## config.mk

```make
export PLATFORM = sky130hd
export DESIGN_NAME = sr04_echo_emulator
export DESIGN_NICKNAME = d
export VERILOG_FILES = /design/src/rtl/sr04_echo_emulator.sv
export SDC_FILE = /design/constraint.sdc
export NUM_CORES = 1
export LEC_CHECK = 0
export CAP_MARGIN = 15
export CORE_ASPECT_RATIO = 1.5
export CORE_MARGIN = 2
export CORE_UTILIZATION = 35
export CTS_CLUSTER_DIAMETER = 200
export DETAILED_ROUTE_END_ITERATION = 7
export PLACE_DENSITY = 0.52
export REMOVE_ABC_BUFFERS = 1
export SLEW_MARGIN = 20
export SYNTH_ARGS = -nofsm -noshare
export SYNTH_HDL_FRONTEND = slang
export SYNTH_SLANG_ARGS = --single-unit
```

## constraint.sdc

```tcl
create_clock -name clk -period 4.1 [get_ports clk]
set_input_delay 0.41 -clock clk [delete_from_list [all_inputs] [get_ports clk]]
set_output_delay 0.41 -clock clk [all_outputs]
set_load 0.03 [all_outputs]
```

## src/rtl/sr04_echo_emulator.sv

```systemverilog
// ---------------------------------------------------------------------------
// sr04_echo_emulator
//
// Behavioural stand-in for an HC-SR04 ultrasonic sensor. It watches the
// trigger line from a range-finder controller and answers with an echo pulse
// whose width encodes a programmed distance (US_PER_CM ticks per cm). A 1 us
// tick is derived from the system clock, and all echo timing is tick-aligned.
//
// Sequence: IDLE -> TRIG (measure trigger width) -> BURST (emulated 8x40 kHz
// burst delay) -> ECHO (echo high) -> HOLDOFF (dead time) -> IDLE.
//
// Ports
//   clk        in   system clock
//   rst        in   synchronous active-high reset
//   enable     in   when low, new triggers are ignored in IDLE
//   trigger    in   trigger from the controller (same clock domain)
//   dist_cm    in   [9:0] simulated distance, latched when a trigger is accepted
//   echo       out  echo pulse (registered)
//   busy       out  high in every state except IDLE (registered)
//   trig_err   out  one-clock pulse when a trigger is too short (registered)
//   dbg_state  out  [2:0] current FSM state, for observation only
// ---------------------------------------------------------------------------
module sr04_echo_emulator #(
    parameter int F_COUNT        = 100,
    parameter int MIN_TRIG_TICKS = 9,
    parameter int BURST_US       = 200,
    parameter int US_PER_CM      = 58,
    parameter int MAX_CM         = 400,
    parameter int TIMEOUT_US     = 38000,
    parameter int HOLDOFF_US     = 10000
) (
    input  logic       clk,
    input  logic       rst,
    input  logic       enable,
    input  logic       trigger,
    input  logic [9:0] dist_cm,
    output logic       echo,
    output logic       busy,
    output logic       trig_err,
    output logic [2:0] dbg_state
);

    typedef enum logic [2:0] {
        S_IDLE    = 3'd0,
        S_TRIG    = 3'd1,
        S_BURST   = 3'd2,
        S_ECHO    = 3'd3,
        S_HOLDOFF = 3'd4
    } state_t;

    localparam int TW = (F_COUNT > 1) ? $clog2(F_COUNT) : 1;

    localparam logic [TW-1:0] TICK_LAST    = TW'(F_COUNT - 1);
    localparam logic [15:0]   MIN_TRIG_W   = 16'(MIN_TRIG_TICKS);
    localparam logic [15:0]   BURST_LAST   = 16'(BURST_US - 1);
    localparam logic [15:0]   HOLDOFF_LAST = 16'(HOLDOFF_US - 1);
    localparam logic [15:0]   US_PER_CM_W  = 16'(US_PER_CM);
    localparam logic [15:0]   MAX_CM_W     = 16'(MAX_CM);
    localparam logic [15:0]   TIMEOUT_W    = 16'(TIMEOUT_US);

    // -----------------------------------------------------------------------
    // 1 us time base: free-running, not restarted by trigger activity, so
    // echo edges always land on tick edges.
    // -----------------------------------------------------------------------
    logic [TW-1:0] tcnt_q;
    logic          tick;

    assign tick = (tcnt_q == TICK_LAST);

    always_ff @(posedge clk) begin
        if (rst) begin
            tcnt_q <= '0;
        end else if (tick) begin
            tcnt_q <= '0;
        end else begin
            tcnt_q <= tcnt_q + TW'(1);
        end
    end

    // -----------------------------------------------------------------------
    // Echo length for the current dist_cm, captured only on acceptance.
    // Zero distance still produces a visible 1-tick echo.
    // -----------------------------------------------------------------------
    logic [15:0] echo_len_d;

    always_comb begin
        echo_len_d = 16'(dist_cm) * US_PER_CM_W;
        if (16'(dist_cm) > MAX_CM_W) begin
            echo_len_d = TIMEOUT_W;
        end else if (dist_cm == 10'd0) begin
            echo_len_d = 16'd1;
        end
    end

    // -----------------------------------------------------------------------
    // Main FSM with registered outputs.
    // -----------------------------------------------------------------------
    state_t      state_q;
    logic        trig_prev_q;
    logic [15:0] hcnt_q;
    logic [15:0] wcnt_q;
    logic [15:0] echo_len_q;
    logic        echo_q;
    logic        busy_q;
    logic        trig_err_q;

    always_ff @(posedge clk) begin
        if (rst) begin
            state_q     <= S_IDLE;
            trig_prev_q <= 1'b0;
            hcnt_q      <= '0;
            wcnt_q      <= '0;
            echo_len_q  <= '0;
            echo_q      <= 1'b0;
            busy_q      <= 1'b0;
            trig_err_q  <= 1'b0;
        end else begin
            trig_prev_q <= trigger;
            trig_err_q  <= 1'b0;

            case (state_q)
                S_IDLE: begin
                    // Rising-edge test: a level held high through HOLDOFF
                    // must not start another measurement.
                    if (enable && trigger && !trig_prev_q) begin
                        state_q <= S_TRIG;
                        hcnt_q  <= '0;
                        busy_q  <= 1'b1;
                    end
                end

                S_TRIG: begin
                    // The fall is acted on at any clock; the width is only
                    // measured in whole ticks.
                    if (!trigger) begin
                        if (hcnt_q >= MIN_TRIG_W) begin
                            echo_len_q <= echo_len_d;
                            wcnt_q     <= '0;
                            state_q    <= S_BURST;
                        end else begin
                            trig_err_q <= 1'b1;
                            busy_q     <= 1'b0;
                            state_q    <= S_IDLE;
                        end
                    end else if (tick && (hcnt_q < MIN_TRIG_W)) begin
                        hcnt_q <= hcnt_q + 16'd1;
                    end
                end

                S_BURST: begin
                    if (tick) begin
                        if (wcnt_q == BURST_LAST) begin
                            echo_q  <= 1'b1;
                            wcnt_q  <= '0;
                            state_q <= S_ECHO;
                        end else begin
                            wcnt_q <= wcnt_q + 16'd1;
                        end
                    end
                end

                S_ECHO: begin
                    if (tick) begin
                        if (wcnt_q == (echo_len_q - 16'd1)) begin
                            echo_q  <= 1'b0;
                            wcnt_q  <= '0;
                            state_q <= S_HOLDOFF;
                        end else begin
                            wcnt_q <= wcnt_q + 16'd1;
                        end
                    end
                end

                S_HOLDOFF: begin
                    if (tick) begin
                        if (wcnt_q == HOLDOFF_LAST) begin
                            wcnt_q  <= '0;
                            busy_q  <= 1'b0;
                            state_q <= S_IDLE;
                        end else begin
                            wcnt_q <= wcnt_q + 16'd1;
                        end
                    end
                end

                default: begin
                    state_q <= S_IDLE;
                    echo_q  <= 1'b0;
                    busy_q  <= 1'b0;
                end
            endcase
        end
    end

    assign echo      = echo_q;
    assign busy      = busy_q;
    assign trig_err  = trig_err_q;
    assign dbg_state = state_q;

endmodule

```

== Word level (Yosys, flattened, before mapping) ==
Index checks and enable logic that the tools add are counted.
Operators by class
  $mul: 1
  bitwise operators: 4
  magnitude comparators: 3
  reductions and logical operators: 18
  equal/unequal tests: 20
  add/sub/neg operators: 4
  muxes and demuxes: 37
Operators with widths (number)
  16-bit two-way mux: 13
  16-bit one-hot mux with 4 select lines: 1
  16-bit by 1-bit adder with 16-bit output, second input constant: 2
  16-bit one-hot mux with 2 select lines: 1
  3-bit two-way mux: 8
  2-bit inequality test, second input constant: 12
  16-bit by 14-bit equality test with 1-bit output, second input constant: 1
  16-bit equality test: 1
  16-bit by 8-bit equality test with 1-bit output, second input constant: 1
  16-bit by 4-bit >= comparator with 1-bit output, second input constant: 1
  16-bit by 4-bit < comparator with 1-bit output, second input constant: 1
  16-bit by 1-bit subtractor with 16-bit output, second input constant: 1
  10-bit by 5-bit multiplier with 15-bit output, second input constant: 1
  3-bit one-hot mux with 5 select lines: 1
  6-bit AND reduction: 2
  10-bit by 9-bit greater-than comparator with 1-bit output, second input constant: 1
  10-bit logical NOT: 1
  1-bit two-way mux: 10
  8-bit AND reduction: 1
  7-bit by 1-bit adder with 7-bit output, second input constant: 1
  7-bit equality test, second input constant: 1
  3-bit by 2-bit equality test with 1-bit output, second input constant: 2
  3-bit OR reduction: 2
  5-bit AND reduction: 1
  other kinds (14): 20
Storage, ports and cells
  input bits: 14
  logic and storage cells: 96
  output and inout bits: 6
  bits in registers: 62

== Depth between registers and ports, before layout ==
  depth in word-level cells: 5
  depth in mapped cells: 16
  mapped depth without buffers: 16

== Worst setup path after synthesis ==
Ideal clock, no wire load.
  path type: input to register
  from: input port dist_cm[1]
  to: register echo_len_q[14]
  library setup time: 0.130 ns
  arrival: 3.600 ns
  buffers on the path: 0
  data required time: 3.970 ns
  setup slack: 0.370 ns
  stages: 14
  cells stage by stage: inv_1 -> fa_1 -> inv_1 -> ha_1 -> fa_1 -> ha_1 -> a21o_1 -> a21oi_1 -> nor2b_1 -> o21a_1 -> o41a_1 -> a311oi_1 -> xor2_1 -> o32ai_1
Between the ends
  word-level cells in the longest chain between the ends: 3
  elaborated cells between the ends (all ways): 5
  those cells by class: mul: 1; order compare: 1; mux: 2; reduce/logical: 1
RTL lines
  from (decl): RTL line 36  | input logic [9:0] dist_cm,
  10-bit by 5-bit multiplier with 15-bit output or 10-bit logical NOT (tied branches): RTL line 87, 90
  16-bit two-way mux: RTL line 90  | end else if (dist_cm == 10'd0) begin
  16-bit two-way mux (*): RTL line 88  | if (16'(dist_cm) > MAX_CM_W) begin
  to (signal assigned): RTL line 137  | echo_len_q <= echo_len_d;
  to (decl): RTL line 102  | logic [15:0] echo_len_q;
Every way passes the cells marked *; elsewhere a longest branch is shown, timed or not.
A chain may end at the register's enable or synchronous reset.

== Worst setup path after layout ==
  from: input port dist_cm[2]
  to: register echo_len_q[14]
The elaborated chain is that of the path after synthesis.

==> key figures <==
Setup path
  – Crit path launch type: input port
  – Worst-path fanout max: 3
  – Reg2reg path depth: 10
  – Worst Setup End Kind: register
  – Crit path arrival time: a little over 4000 ps
  – CP Class: input port to register
  – CP Data Required Time: 4300 ps

Synth
  – Main combinational cell family by area after synthesis: simple AND/OR/NAND/NOR gates
  – Main synth FF type: dfxtp_1
  – Post-synth cell types: 67
  – Number of synthesized flops with an enable pin: 0
  – Seq/Total Area, Yosys: 25.83%
  – Cells after Synth: between 500 and 600
  – Compound-Gate Fraction of Synth Area: 16.46%
  – Mux contribution to synthesized area: approximately 1.1%
  – Synthesized area per cell: between 8 and 9 µm²
  – Synth warn: 0
  – Flops & latches, synth: 62
  – Commonest cells post-synth: 70 x nor2_1, 62 x dfxtp_1, 55 x inv_1
  – Share of synthesized flip-flops with an asynchronous set or reset: 0%
  – Cell area after synthesis: 4805 µm²
  – Post-Synth Adder-Cell Area: 18.23%
  – Yosys top cell area share: 25.83%
  – Area leader, netlist: dfxtp_1
  – Top-count cell post-synth: nor2_1
  – Synth Area in Simple Gates: 23.65%
  – Top post-synthesis cells by area: dfxtp_1 26%, ha_1 12%, fa_1 6.3%
  – Xor/xnor share of the synthesized area: 7.839%

STA
  – Max Freq: 0.2541 GHz
  – Worst Clk Skew: 4.228 ps
  – Slew headroom: 31.66%
  – Final period utilization: 95.99%
  – RSZ-0062 raised after global routing: false
  – Final setup margin: about 160 ps
  – Worst Tran Pin Value: 1017 ps
  – Post-layout min period: 3936 ps
  – Final setup violation count: 0
  – Fin. Hold Viols: 0
  – Fin. max-slew vios: 0
  – Setup TNS: 0 ps

Global route
  – Total GRT Usage: 16.69%
  – Initial antenna violation count: 0
  – Vias in the first global route: 4,076
  – Global-route wire length before repair: just under 20 mm
  – Global route overflow: 0
  – Largest net degree at the start of global routing: 46

Layout
  – Post-layout instance count excluding filler cells: 771
  – Area of the multi-input gates: about 3200 µm²
  – Layout cells sized above 1: between 10% and 20%
  – Final nets: a little under 700
  – Design area: 5604 µm²
  – Layout area overhead: 16.64%
  – Filler Cells Inserted: 1,369
  – Sequential standard cell area: roughly 1200 µm²
  – N_diodes: 0

CTS
  – Clock-pin slew on the worst setup and hold paths: 50 ps
  – CTS tree: built
  – Insertion delay to the later sink of the worst-skew pair: between 300 and 400 ps
  – Hold Buf Count CTS: 0
  – CTS Buffer Depth: 2
  – CTS Sinks: 62
  – CTS buffer count: 9
  – H-Tree Level Count: 3
  – Clock Tree Root: clkbuf_16

Place
  – Post-place setup slack: -263.0 ps
  – Dpl cell area: 5285 µm²
  – PortBufs: 19
  – Dpl cells: 755
  – Final Wtd Congestion: 0.9302
  – Hpwl dp: 9.372 mm

Power
  – Pwr Density: 353.9 nW/µm²
  – Leak Pwr: 2.428 nW
  – Total power: 0.001984 W
  – Peak supply drop: 0.0002064 V

Die
  – Std-Cell Rows: 52
  – Die area: 14,700 µm²
  – Core area: 13,470 µm²
  – Die X: 99.67 µm
  – Initial core utilization: between 30% and 40%
  – Die Ht: 147.5 µm
  – Io pins: 20

Outcome
  – Status: completed

Detailed routing
  – DR vias: 4,114
  – Antenna Nets Post-Route: 0
  – DRC violations left: 0
  – Drt total wl: ~12 mm
  – Via density: about 5.3
  – Routed WL per cell: 15.28 µm
  – Drt pass-1 iters: 4
  – Iter 0 DRT Violations: about 170

Min path
  – Hold Path Class: register to register
  – Hold Path Stages: 1

Job
  – Total of max-cap violations: 0
[state kept, by name, summed over array words and instances, names as in the netlist]
signal and flops:
busy 1, dbg_state 3, echo 1, echo_len_q 16
hcnt_q 16, tcnt_q 7, trig_err 1, trig_prev_q 1
wcnt_q 16
[cells in the final DEF, fill, tap and decap left out, types with 7 or more instances in the layout]
cell             netlist  layout
nor4_1                 9       9
nor3b_1                9       9
o21a_1                 8       8
ha_1                  46      46
buf_4                  0      28
xor2_1                21      21
a21oi_1               20      19
nor3_1                19      19
xnor2_1               22      22
nand2_1               33      33
clkbuf_16              0       9
dfxtp_1               62      62
fa_1                  15      15
nor2_1                70      70
and3_1                 9       9
a31oi_1                7       7
nand3_1               15      15
clkdlybuf4s50_1        0      19
a22oi_1                9       9
a211oi_1               8       8
nand4_1                8       8
inv_1                 55      55
[worst max-delay path, cell delays in order]
cell and delay (ps):
clkdlybuf4s50_1 480, inv_1 100, fa_1 520, inv_1 40, ha_1 300, fa_1 460
ha_1 320, a21o_1 190, a21oi_2 150, nor2b_1 60, o21a_1 180, o41a_1 350
a311oi_2 290, xor2_1 180, o32ai_1 100
[report_power, final]
group          switching (W)  internal [W]
sequential         0.0000183      0.000613
clock               0.000274      0.000500
combinational       0.000292      0.000286
[per-stage QoR]
step,hold WS [ps],utilization (%)
after floorplan,413.2,-
after global placement,426.4,39.24
after detailed placement,441.5,39.24
after CTS,448.8,41.48
after global routing,469.5,41.61
final,444.5,41.61
[worst paths after layout]
path                  from              to  slack [ps]
max             dist_cm[2]  echo_len_q[14]         160
min              tcnt_q[0]       tcnt_q[0]         440
max reg2reg  echo_len_q[0]      wcnt_q[14]         850
min reg2reg      tcnt_q[0]       tcnt_q[0]         440
[timing repair]
item	4_1_cts	5_1_grt
gates resized for setup	0	4
setup buffers	0	0
endpoints found under the setup margin	0	2
endpoints found under the hold margin	0	0
[cell type report]
class                      count  share of cell area [%]
clock buffer                  12                   4.577
timing repair buffer          47                   7.144
clock inverter                 4                  0.8038
tap                          162                   3.617
sequential                    62                   22.15
inverter                      56                   3.751
multi-input combinational    428                   57.96
[cells by family after synthesis]
group / Yosys count
AOI/OAI and AO/OA: 106
xor gates and xnor gates: 43
adders and majority gates: 61
buffers and inverters: 83
DFF: 62
muxes: 5
and+or+nand+nor: 213
[routing by layer]
metal	global-route usage (%)	vias up	share of wire, %
met5	0	-	0
met4	9.110	0	3.0
met3	2.790	22	2.2
met2	32.77	70	58
met1	15.99	1943	37
li1	-	2079	-
No activity file was read; power rests on OpenSTA's default activity.
